**src/rtl/fifo_wr_arbiter_if.sv**
```systemverilog
// Producer and FIFO-write-port bundle shared by the write arbiter.
// The slave side is the arbiter; the master side drives producers and FIFO flags.
interface fifo_wr_arbiter_if #(
    parameter int N_REQ  = 4,
    parameter int DATA_W = 8
);
    logic [N_REQ-1:0]        req_valid;
    logic [N_REQ*DATA_W-1:0] req_data;
    logic [N_REQ-1:0]        req_ready;
    logic                    fifo_full;
    logic                    fifo_af;
    logic                    fifo_wr_en;
    logic [DATA_W-1:0]       fifo_wr_data;

    modport master (
        output req_valid,
        output req_data,
        output fifo_full,
        output fifo_af,
        input  req_ready,
        input  fifo_wr_en,
        input  fifo_wr_data
    );

    modport slave (
        input  req_valid,
        input  req_data,
        input  fifo_full,
        input  fifo_af,
        output req_ready,
        output fifo_wr_en,
        output fifo_wr_data
    );
endinterface

```
**src/rtl/fifo_wr_arbiter.sv**
```systemverilog
// Round-robin burst arbiter sharing one FIFO write port among N_REQ producers.
// Accepted beats land on the FIFO port one cycle after the handshake.
module fifo_wr_arbiter #(
    parameter int N_REQ     = 4,
    parameter int DATA_W    = 8,
    parameter int MAX_BURST = 4,
    parameter int CNT_W     = 16
) (
    input  logic                     clk,
    input  logic                     syn_rst_n,
    fifo_wr_arbiter_if.slave         bus,
    output logic [$clog2(N_REQ)-1:0] grant_id,
    output logic                     busy,
    output logic                     burst_done,
    output logic [CNT_W-1:0]         beat_total
);
    localparam int ID_W = $clog2(N_REQ);
    localparam int BC_W = $clog2(MAX_BURST + 1);

    localparam logic [0:0] S_IDLE  = 1'b0;
    localparam logic [0:0] S_BURST = 1'b1;

    logic [0:0]        state_q, state_d;
    logic [ID_W-1:0]   grant_q, grant_d;
    logic [ID_W-1:0]   rr_ptr_q, rr_ptr_d;
    logic [BC_W-1:0]   beat_cnt_q, beat_cnt_d;
    logic [CNT_W-1:0]  total_q, total_d;
    logic              wr_en_q, wr_en_d;
    logic [DATA_W-1:0] wr_data_q, wr_data_d;
    logic              done_q, done_d;

    logic              throttle;
    logic              sel_valid;
    logic [DATA_W-1:0] sel_data;
    logic              pick_found;
    logic [ID_W-1:0]   pick_id;
    logic              accept;
    logic              last_beat;
    logic [N_REQ-1:0]  ready_v;

    // Almost-full already leaves one slot for the beat still in the output flop.
    assign throttle = bus.fifo_full | bus.fifo_af;

    always_comb begin
        sel_valid = 1'b0;
        sel_data  = '0;
        for (int i = 0; i < N_REQ; i++) begin
            if (ID_W'(i) == grant_q) begin
                sel_valid = bus.req_valid[i];
                sel_data  = bus.req_data[i*DATA_W +: DATA_W];
            end
        end
    end

    // Search starts just after the last owner, so it gets lowest priority.
    always_comb begin
        logic [ID_W-1:0] idx;
        pick_found = 1'b0;
        pick_id    = '0;
        idx        = '0;
        for (int k = 1; k <= N_REQ; k++) begin
            idx = ID_W'((int'(rr_ptr_q) + k) % N_REQ);
            if (!pick_found && bus.req_valid[idx]) begin
                pick_found = 1'b1;
                pick_id    = idx;
            end
        end
    end

    always_comb begin
        state_d    = state_q;
        grant_d    = grant_q;
        rr_ptr_d   = rr_ptr_q;
        beat_cnt_d = beat_cnt_q;
        total_d    = total_q;
        wr_en_d    = 1'b0;
        wr_data_d  = wr_data_q;
        done_d     = 1'b0;
        ready_v    = '0;
        accept     = 1'b0;
        last_beat  = 1'b0;

        unique case (1'b1)
            (state_q == S_IDLE): begin
                if (pick_found && !throttle) begin
                    grant_d    = pick_id;
                    beat_cnt_d = '0;
                    state_d    = S_BURST;
                end
            end
            (state_q == S_BURST): begin
                ready_v[grant_q] = !throttle;
                accept    = sel_valid && !throttle;
                last_beat = (beat_cnt_q + BC_W'(1)) == BC_W'(MAX_BURST);
                if (accept) begin
                    wr_en_d    = 1'b1;
                    wr_data_d  = sel_data;
                    beat_cnt_d = beat_cnt_q + BC_W'(1);
                    total_d    = total_q + CNT_W'(1);
                end
                if ((accept && last_beat) || !sel_valid || throttle) begin
                    state_d  = S_IDLE;
                    rr_ptr_d = grant_q;
                    done_d   = 1'b1;
                end
            end
            default: begin
                state_d = S_IDLE;
            end
        endcase
    end

    always_ff @(posedge clk) begin
        if (!syn_rst_n) begin
            state_q    <= S_IDLE;
            grant_q    <= '0;
            rr_ptr_q   <= ID_W'(N_REQ - 1);
            beat_cnt_q <= '0;
            total_q    <= '0;
            wr_en_q    <= 1'b0;
            wr_data_q  <= '0;
            done_q     <= 1'b0;
        end else begin
            state_q    <= state_d;
            grant_q    <= grant_d;
            rr_ptr_q   <= rr_ptr_d;
            beat_cnt_q <= beat_cnt_d;
            total_q    <= total_d;
            wr_en_q    <= wr_en_d;
            wr_data_q  <= wr_data_d;
            done_q     <= done_d;
        end
    end

    assign bus.req_ready    = ready_v;
    assign bus.fifo_wr_en   = wr_en_q;
    assign bus.fifo_wr_data = wr_data_q;
    assign grant_id         = grant_q;
    assign busy             = (state_q == S_BURST);
    assign burst_done       = done_q;
    assign beat_total       = total_q;
endmodule

```
**src/flat_wrapper.sv**
```systemverilog
// flat-port wrapper written by rule: the top's interface ports become plain ports
module fifo_wr_arbiter_flat 
#(
    parameter int N_REQ     = 4,
    parameter int DATA_W    = 8,
    parameter int MAX_BURST = 4,
    parameter int CNT_W     = 16
)
  (clk, syn_rst_n, grant_id, busy, burst_done, beat_total, bus_req_valid, bus_req_data, bus_fifo_full, bus_fifo_af, bus_req_ready, bus_fifo_wr_en, bus_fifo_wr_data);
  fifo_wr_arbiter_if #(.N_REQ(N_REQ), .DATA_W(DATA_W)) bus_i ();
  input  logic clk;
  input  logic syn_rst_n;
  output logic [$clog2(N_REQ)-1:0] grant_id;
  output logic busy;
  output logic burst_done;
  output logic [CNT_W-1:0] beat_total;
  input wire logic [$bits(bus_i.req_valid)-1:0] bus_req_valid;
  input wire logic [$bits(bus_i.req_data)-1:0] bus_req_data;
  input wire logic [$bits(bus_i.fifo_full)-1:0] bus_fifo_full;
  input wire logic [$bits(bus_i.fifo_af)-1:0] bus_fifo_af;
  output wire logic [$bits(bus_i.req_ready)-1:0] bus_req_ready;
  output wire logic [$bits(bus_i.fifo_wr_en)-1:0] bus_fifo_wr_en;
  output wire logic [$bits(bus_i.fifo_wr_data)-1:0] bus_fifo_wr_data;
  assign bus_i.req_valid = bus_req_valid;
  assign bus_i.req_data = bus_req_data;
  assign bus_i.fifo_full = bus_fifo_full;
  assign bus_i.fifo_af = bus_fifo_af;
  assign bus_req_ready = bus_i.req_ready;
  assign bus_fifo_wr_en = bus_i.fifo_wr_en;
  assign bus_fifo_wr_data = bus_i.fifo_wr_data;
  fifo_wr_arbiter #(.N_REQ(N_REQ), .DATA_W(DATA_W), .MAX_BURST(MAX_BURST), .CNT_W(CNT_W)) u_core (.clk(clk), .syn_rst_n(syn_rst_n), .bus(bus_i), .grant_id(grant_id), .busy(busy), .burst_done(burst_done), .beat_total(beat_total));
endmodule
```
**config.mk**
```make
export PLATFORM = sky130hd
export DESIGN_NAME = fifo_wr_arbiter_flat
export DESIGN_NICKNAME = d
export VERILOG_FILES = /design/src/rtl/fifo_wr_arbiter_if.sv /design/src/rtl/fifo_wr_arbiter.sv /design/src/flat_wrapper.sv
export SDC_FILE = /design/constraint.sdc
export NUM_CORES = 1
export LEC_CHECK = 0
export CAP_MARGIN = 40
export CORE_MARGIN = 3
export CORE_UTILIZATION = 39
export CTS_BUF_LIST = sky130_fd_sc_hd__clkbuf_16
export DETAILED_ROUTE_END_ITERATION = 8
export GPL_TIMING_DRIVEN = 0
export PLACE_DENSITY = 0.84
export RECOVER_POWER = 50
export SYNTH_ARGS = -nofsm -noshare
export SYNTH_HDL_FRONTEND = slang
export SYNTH_SLANG_ARGS = --single-unit
```
**constraint.sdc**
```tcl
create_clock -name clk -period 1.8 [get_ports clk]
set_input_delay 0.54 -clock clk [delete_from_list [all_inputs] [get_ports clk]]
set_output_delay 0.54 -clock clk [all_outputs]
set_load 0.005 [all_outputs]
```
==> results of run 1 <==
-- stage by stage --
| stage | worst slack (ns) | hold WS [ns] | area (um^2) | TNS [ns] |
|---|---|---|---|---|
| floorplan | -0.0418 | 0.448 | 1820 | -0.149 |
| detailed placement | -1.12 | 0.473 | 2610 | -24.27 |
| finish | -0.149 | 0.483 | 2980 | -0.454 |
| global route | -0.185 | 0.501 | 2980 | -0.707 |
| CTS | -0.114 | 0.477 | 2930 | -0.319 |
| global placement | -1.12 | 0.455 | 2610 | -23.67 |
-- path summary, 6_finish.rpt --
path / from / end / cells after the start
worst max-delay path: bus_fifo_full / bus_req_ready[0] / 6
worst min-delay path: u_core.beat_cnt_q[2] / u_core.beat_cnt_q[2] / 2
worst max register to register: u_core.grant_id[1] / u_core.rr_ptr_q[0] / 5
worst min register to register: u_core.beat_cnt_q[2] / u_core.beat_cnt_q[2] / 2
-- state kept, by name, indices dropped and copies added (netlist names) --
| register | flops |
|---|---|
| u_core.beat_total | 16 |
| u_core.grant_id | 2 |
| u_core.burst_done | 1 |
| u_core.beat_cnt_q | 3 |
| u_core.bus.fifo_wr_data | 8 |
| u_core.bus.fifo_wr_en | 1 |
| u_core.rr_ptr_q | 2 |
| u_core.busy | 1 |
-- synth_stat cells --
cell,number
a31oi_1,3
nand3_1,11
o31ai_1,3
or3_1,4
o21a_1,2
nand4_1,4
nand3_4,1
a21boi_0,1
o31a_1,1
or4_1,5
o221ai_1,2
buf_4,1
clkbuf_1,5
mux2i_1,9
nor2_1,19
buf_6,3
or2_2,2
nand2b_1,1
buf_1,1
clkinv_1,1
mux4_1,1
a21o_1,1
nand2_4,1
a21oi_1,12
buf_2,2
nand2_1,13
o21ai_0,9
inv_1,4
and3_1,4
nor3b_1,1
mux4_2,8
ha_1,3
and3b_1,1
xor2_1,6
and4_1,1
dfxtp_1,34
o22ai_1,2
and2_1,2
nor3_1,1
nor4_1,3
mux2_2,1
o211ai_1,1
nor3b_4,1
-- cell type report --
type,count,area (um^2)
fillers,344,1440
multi-input cells,140,1090
repair buffers,86,845
flip-flops and latches,34,689
clock buffers,5,125
plain buffers,10,103
well taps,52,65.1
clock inverters,2,33.8
inverters,5,23.8
-- kinds of logic (layout without fill, tap and decap cells) --
family                   Yosys count  count (layout)  share of synthesized area, %
AO/OA/AOI/OAI                     37              37                          12.3
adder cells (fa/ha/maj)            3               3                          2.07
multiplexers                      19              19                          17.0
AND/OR/NAND/NOR                   75              75                          23.0
XOR/XNOR                           6               6                          2.90
buffers and inverters             17             108                          5.12
flip-flops                        34              34                          37.6
-- power by group --
part | internal [mW] | total (mW) | switching (mW)
Sequential | 0.763 | 0.771 | 0.00773
Clock | 0.639 | 0.947 | 0.308
Combinational | 0.185 | 0.299 | 0.115
Total | 1.59 | 2.02 | 0.430
-- timing repair --
item,CTS,global route
cloned,1,0
pin swaps,4,4
buffers inserted,12,2
gates resized for setup,64,21
endpoints found under the setup margin,37,27
-- routing by layer --
metal  track usage, %  up-vias  part of all wire, %
met2             34.7       70                   51
met3             5.27       10                  6.6
li1                 -      889                    -
met4             9.66        0                  2.3
met1             24.5      874                   40
met5                0        -                    0
-- worst max-delay path: stages --
cell      delay, ns
buf_8          0.10
nor3b_4        0.23
clkbuf_8       0.18
buf_6          0.09
nor3b_2        0.14
buf_2          0.13
==> metrics.txt, run 1 <==
Final Max Slew Viols 0; CTS tree yes; standard-cell rows 24; setup ws final -0.149 ns; largest net degree at the start of global routing 11; fin crit period 1.95 ns; Area Overhead vs Synth 64.5%; fmax 513 MHz; Starting Density 41.0%; ratio of cells with drive above 1 in the final layout a little under a quarter; Die X around 74 um; CP Data Arrival Time 1.41 ns; # setup viols final 4; reg2reg setup slack about 0.040 ns; critical path type in2out; die height 74.1 um; crit path capture type primary output; I/O pin cnt 73; drt drc 0; status finished with violations; vias in the first global route approximately 1.8k; area share of the largest cell type after synthesis between 30 and 40%; most common cell after layout, fill and taps aside clkdlybuf4s50_1; clk sink count 34; Ant. Diodes 0; Port-buffer cells 72; synth warn 0; endpoints failing hold 0; Mapped Area 1810 um^2; cell taking the most area after synthesis dfxtp_1; DP HPWL 3500 um; fin crit share 108%; type of origin of the critical path input pin; Post-DRT Antenna Nets 0; skew final ~0.0034 ns; vias per cell 5.52; Pwr Total 2.02 mW; unrepaired setup endpoints after global routing yes; crit-path max FO 3; CTS Buf Count 5; Syn Area/Cell 9.47 um^2; DR vias 1843; Non-Filler Instances 334; die area 5490 um^2; worst vdd ir roughly 0.52 mV; Pleak approximately 1.2 nW; gr ovfl total 0; power density over the cells slightly below 700 nW/um^2; relative slew slack a little over three fifths; Worst-Margin Slew 0.547 ns; H-tree lvl count 2; Final nets 325; data required time of the critical path 1.26 ns; post-DR wirelength/cell 16.3 um; final core utilization about two thirds; commonest cells after routing, fill and taps aside clkdlybuf4s50_1 (60), dfxtp_1 (29), nor2_1 (19), nand2_1 (13); initial antenna violation count 0; core area 4410 um^2; Final Wtd Congestion 0.787; Clock Latency Late Sink 0.28 ns; Clock Path Buffers 2; placed cell count 315; syn nets approximately 230; drt initial violations approximately 120; clock slew at reported path FFs 0.05 ns; root buf cell clkbuf_16; Total GRT Usage 20.6%; sequential-to-total area share from yosys stat 37.6%; top cells by area, synth dfxtp_1 (38%), mux4_2 (10%), mux2i_1 (5.0%); total wire length 5430 um; first-pass GRT wire length 8440 um; post-synth cell types 43; Tightest Hold Check Type reg2reg; TritonRoute pass-1 iters 4; #FFs+latches synth 34; failing checks setup timing; Mapped Cells roughly 190; Max Cap Viol 0; # hold bufs at CTS 0
Note: power is estimated with default switching activity, not from simulation.
==> run 2: changes to the inputs <==
--- a/config.mk
+++ b/config.mk
@@ -13,6 +13,7 @@
 export GPL_TIMING_DRIVEN = 0
 export PLACE_DENSITY = 0.84
 export RECOVER_POWER = 50
+export SETUP_SLACK_MARGIN = 0.05
 export SYNTH_ARGS = -nofsm -noshare
 export SYNTH_HDL_FRONTEND = slang
 export SYNTH_SLANG_ARGS = --single-unit
==> run 2 against run 1 <==
  * The run still ends with setup timing left
  * Via count up 6.5%
  * Critical path depth unchanged
  * Maximum frequency grew 1.5%
  * Die area did not move
  * First-iteration DRC count is 45% higher
  * Largest power group unchanged
==> metrics.txt, run 2 (synthesis results as in run 1) <==
skew final 0.00260 ns (was 0.00343 ns); CP Data Arrival Time 1.38 ns (was 1.41 ns); crit path capture type primary output (unchanged); die area 5490 um^2 (unchanged); FILL cells 311 (was 344); Max Cap Viol 0 (unchanged); CTS Buf Count 5 (unchanged); Final Max Slew Viols 0 (unchanged); Flop pwr share 40.6% (was 38.2%); Hold EP u_core.beat_total[1] (was u_core.beat_cnt_q[2]); clk sink count 34 (unchanged); R2R Path Start u_core.grant_id[1] (unchanged); fmax 521 MHz (was 513 MHz); max FFs per register 16 (unchanged); Die X 74.1 um (unchanged); power density over the cells 608 nW/um^2 (was 678 nW/um^2); Ant. Diodes 0 (unchanged); unrepaired setup endpoints after global routing yes (unchanged); ratio of cells with drive above 1 in the final layout 33.7% (was 23.4%); DP HPWL 3530 um (was 3500 um); setup ws final -0.120 ns (was -0.149 ns); Hold Slack 0.461 ns (was 0.483 ns); worst slack, placed -1.12 ns (about the same); most common cell after layout, fill and taps aside clkdlybuf4s50_1 (unchanged); drt drc 0 (unchanged); fin crit share 107% (was 108%); TritonRoute pass-1 iters 4 (unchanged); Setup TNS -0.867 ns (was -0.454 ns); I/O pin cnt 73 (unchanged); Port-buffer cells 72 (unchanged); fin crit period 1.92 ns (was 1.95 ns); post-DR wirelength/cell 17.5 um (was 16.3 um); Sw Ratio 22.8% (was 21.3%); failing checks setup timing (unchanged); die height 74.1 um (unchanged); Area Overhead vs Synth 72.3% (was 64.5%); data required time of the critical path 1.26 ns (about the same); crit-path max FO 4 (was 3); vias in the first global route 1858 (was 1752); status finished with violations (unchanged); drt initial violations 178 (was 123); Tightest Hold Check Type reg2reg (unchanged); core area 4410 um^2 (unchanged); Starting Density 41.0% (unchanged); initial antenna violation count 0 (unchanged); final core utilization 70.6% (was 67.4%); total wire length 6050 um (was 5430 um); clock slew at reported path FFs 0.05 ns (about the same); worst reg2reg path depth 8 (was 5); reg2reg setup slack -0.08 ns (was 0.04 ns); min-delay src u_core.beat_total[1] (was u_core.beat_cnt_q[2]); root buf cell clkbuf_16 (unchanged); commonest cells after routing, fill and taps aside clkdlybuf4s50_1 (46), dfxtp_1 (22), nor2_1 (18), buf_4 (15), dlygate4sd3_1 (13) (was clkdlybuf4s50_1 (60), dfxtp_1 (29), nor2_1 (19), nand2_1 (13)); vias per cell 5.67 (was 5.52); standard-cell rows 24 (unchanged); Clock Path Buffers 2 (unchanged); Pleak 1.29 nW (was 1.19 nW); Post-DRT Antenna Nets 0 (unchanged); CTS tree yes (unchanged); Worst-Margin Slew 0.719 ns (was 0.547 ns); # setup viols final 19 (was 4); type of origin of the critical path input pin (unchanged); Worst R2R End u_core.bus.fifo_wr_data[6] (was u_core.rr_ptr_q[0]); critical path type in2out (unchanged); Pwr Total 1.90 mW (was 2.02 mW); Clock Latency Late Sink 0.28 ns (about the same); relative slew slack 51.6% (was 63.2%); Psw 433 uW (was 430 uW); first-pass GRT wire length 8770 um (was 8440 um); Final nets 337 (was 325); clock share of power 41.2% (was 47.0%); Comb pwr share 18.1% (was 14.8%); DR vias 1962 (was 1843); worst hold stages 2 (unchanged); worst vdd ir 0.440 mV (was 0.518 mV); Final Wtd Congestion 0.821 (was 0.787); gr ovfl total 0 (unchanged); endpoints failing hold 0 (unchanged); largest net degree at the start of global routing 11 (unchanged); Pint 1.46 mW (was 1.59 mW); H-tree lvl count 2 (unchanged); Total GRT Usage 21.1% (was 20.6%)
[run 2: changes by cell type in the layout (fill, tap and decap cells not counted), moves of 7 or more]
cell and change:
dlygate4sd3_1 +13, dfxtp_1 -7, clkdlybuf4s50_1 -14, dfxtp_2 +8
[run 2: timing repair]
action | CTS | global route
setup buffers | 17 | 8
hold buffers | 0 | 0
setup endpoints to repair | 42 | 35
resized for setup | 80 | 32
pin swaps | 13 | 21
cloned | 1 | 0
[run 2: power groups by stage]
stage               clock network, mW  registers [mW]  logic [mW]
floorplan                           0           0.785       0.126
global placement                    0           0.786       0.255
detailed placement                  0           0.785       0.261
CTS                             0.788           0.770       0.318
global route                    0.828           0.770       0.365
finish                          0.782           0.770       0.343
[run 2: stage by stage]
stage,std cells,cell area (um^2)
detailed placement,315,2610
CTS,340,2980
floorplan,191,1820
finish,346,3120
global route,346,3120
global placement,315,2610
[run 2: how the worst max path moves through the flow]
stage | from | end | slack [ns] | cells past startpoint
after floorplan | bus_req_valid[3] | u_core.bus.fifo_wr_data[6] | -0.04 | 7
after global routing | bus_fifo_full | bus_req_ready[0] | -0.15 | 6
after global placement | bus_fifo_af | bus_req_ready[0] | -1.09 | 5
after detailed placement | bus_fifo_af | bus_req_ready[0] | -1.12 | 5
final | bus_fifo_full | bus_req_ready[0] | -0.12 | 6
after CTS | bus_fifo_af | bus_req_ready[0] | -0.10 | 6
[run 2: cell type report]
class / count / area, um^2 / area share, %
multi-input combinational: 140 / 1180 / 38.0
timing repair buffer: 97 / 921 / 29.5
sequential: 34 / 696 / 22.3
clock buffer: 5 / 125 / 4.01
buffer: 11 / 98.8 / 3.17
tap: 52 / 65.1 / 2.09
inverter: 5 / 20.0 / 0.642
clock inverter: 2 / 7.51 / 0.241
[run 2: routing by layer]
layer / up-vias / wire (um) / global-route usage (%) / part of all wire, %
met5: - / 0 / 0 / 0
met4: 0 / 174 / 8.65 / 2.9
met3: 19 / 446 / 6.62 / 7.4
met2: 104 / 3190 / 37.6 / 53
met1: 925 / 2240 / 23.0 / 37
li1: 914 / - / - / -
[run 2: critical path, stage by stage]
cell	delay (ns)
buf_8	0.10
nor3b_4	0.20
clkbuf_8	0.16
buf_6	0.11
nor3b_2	0.14
buf_2	0.13
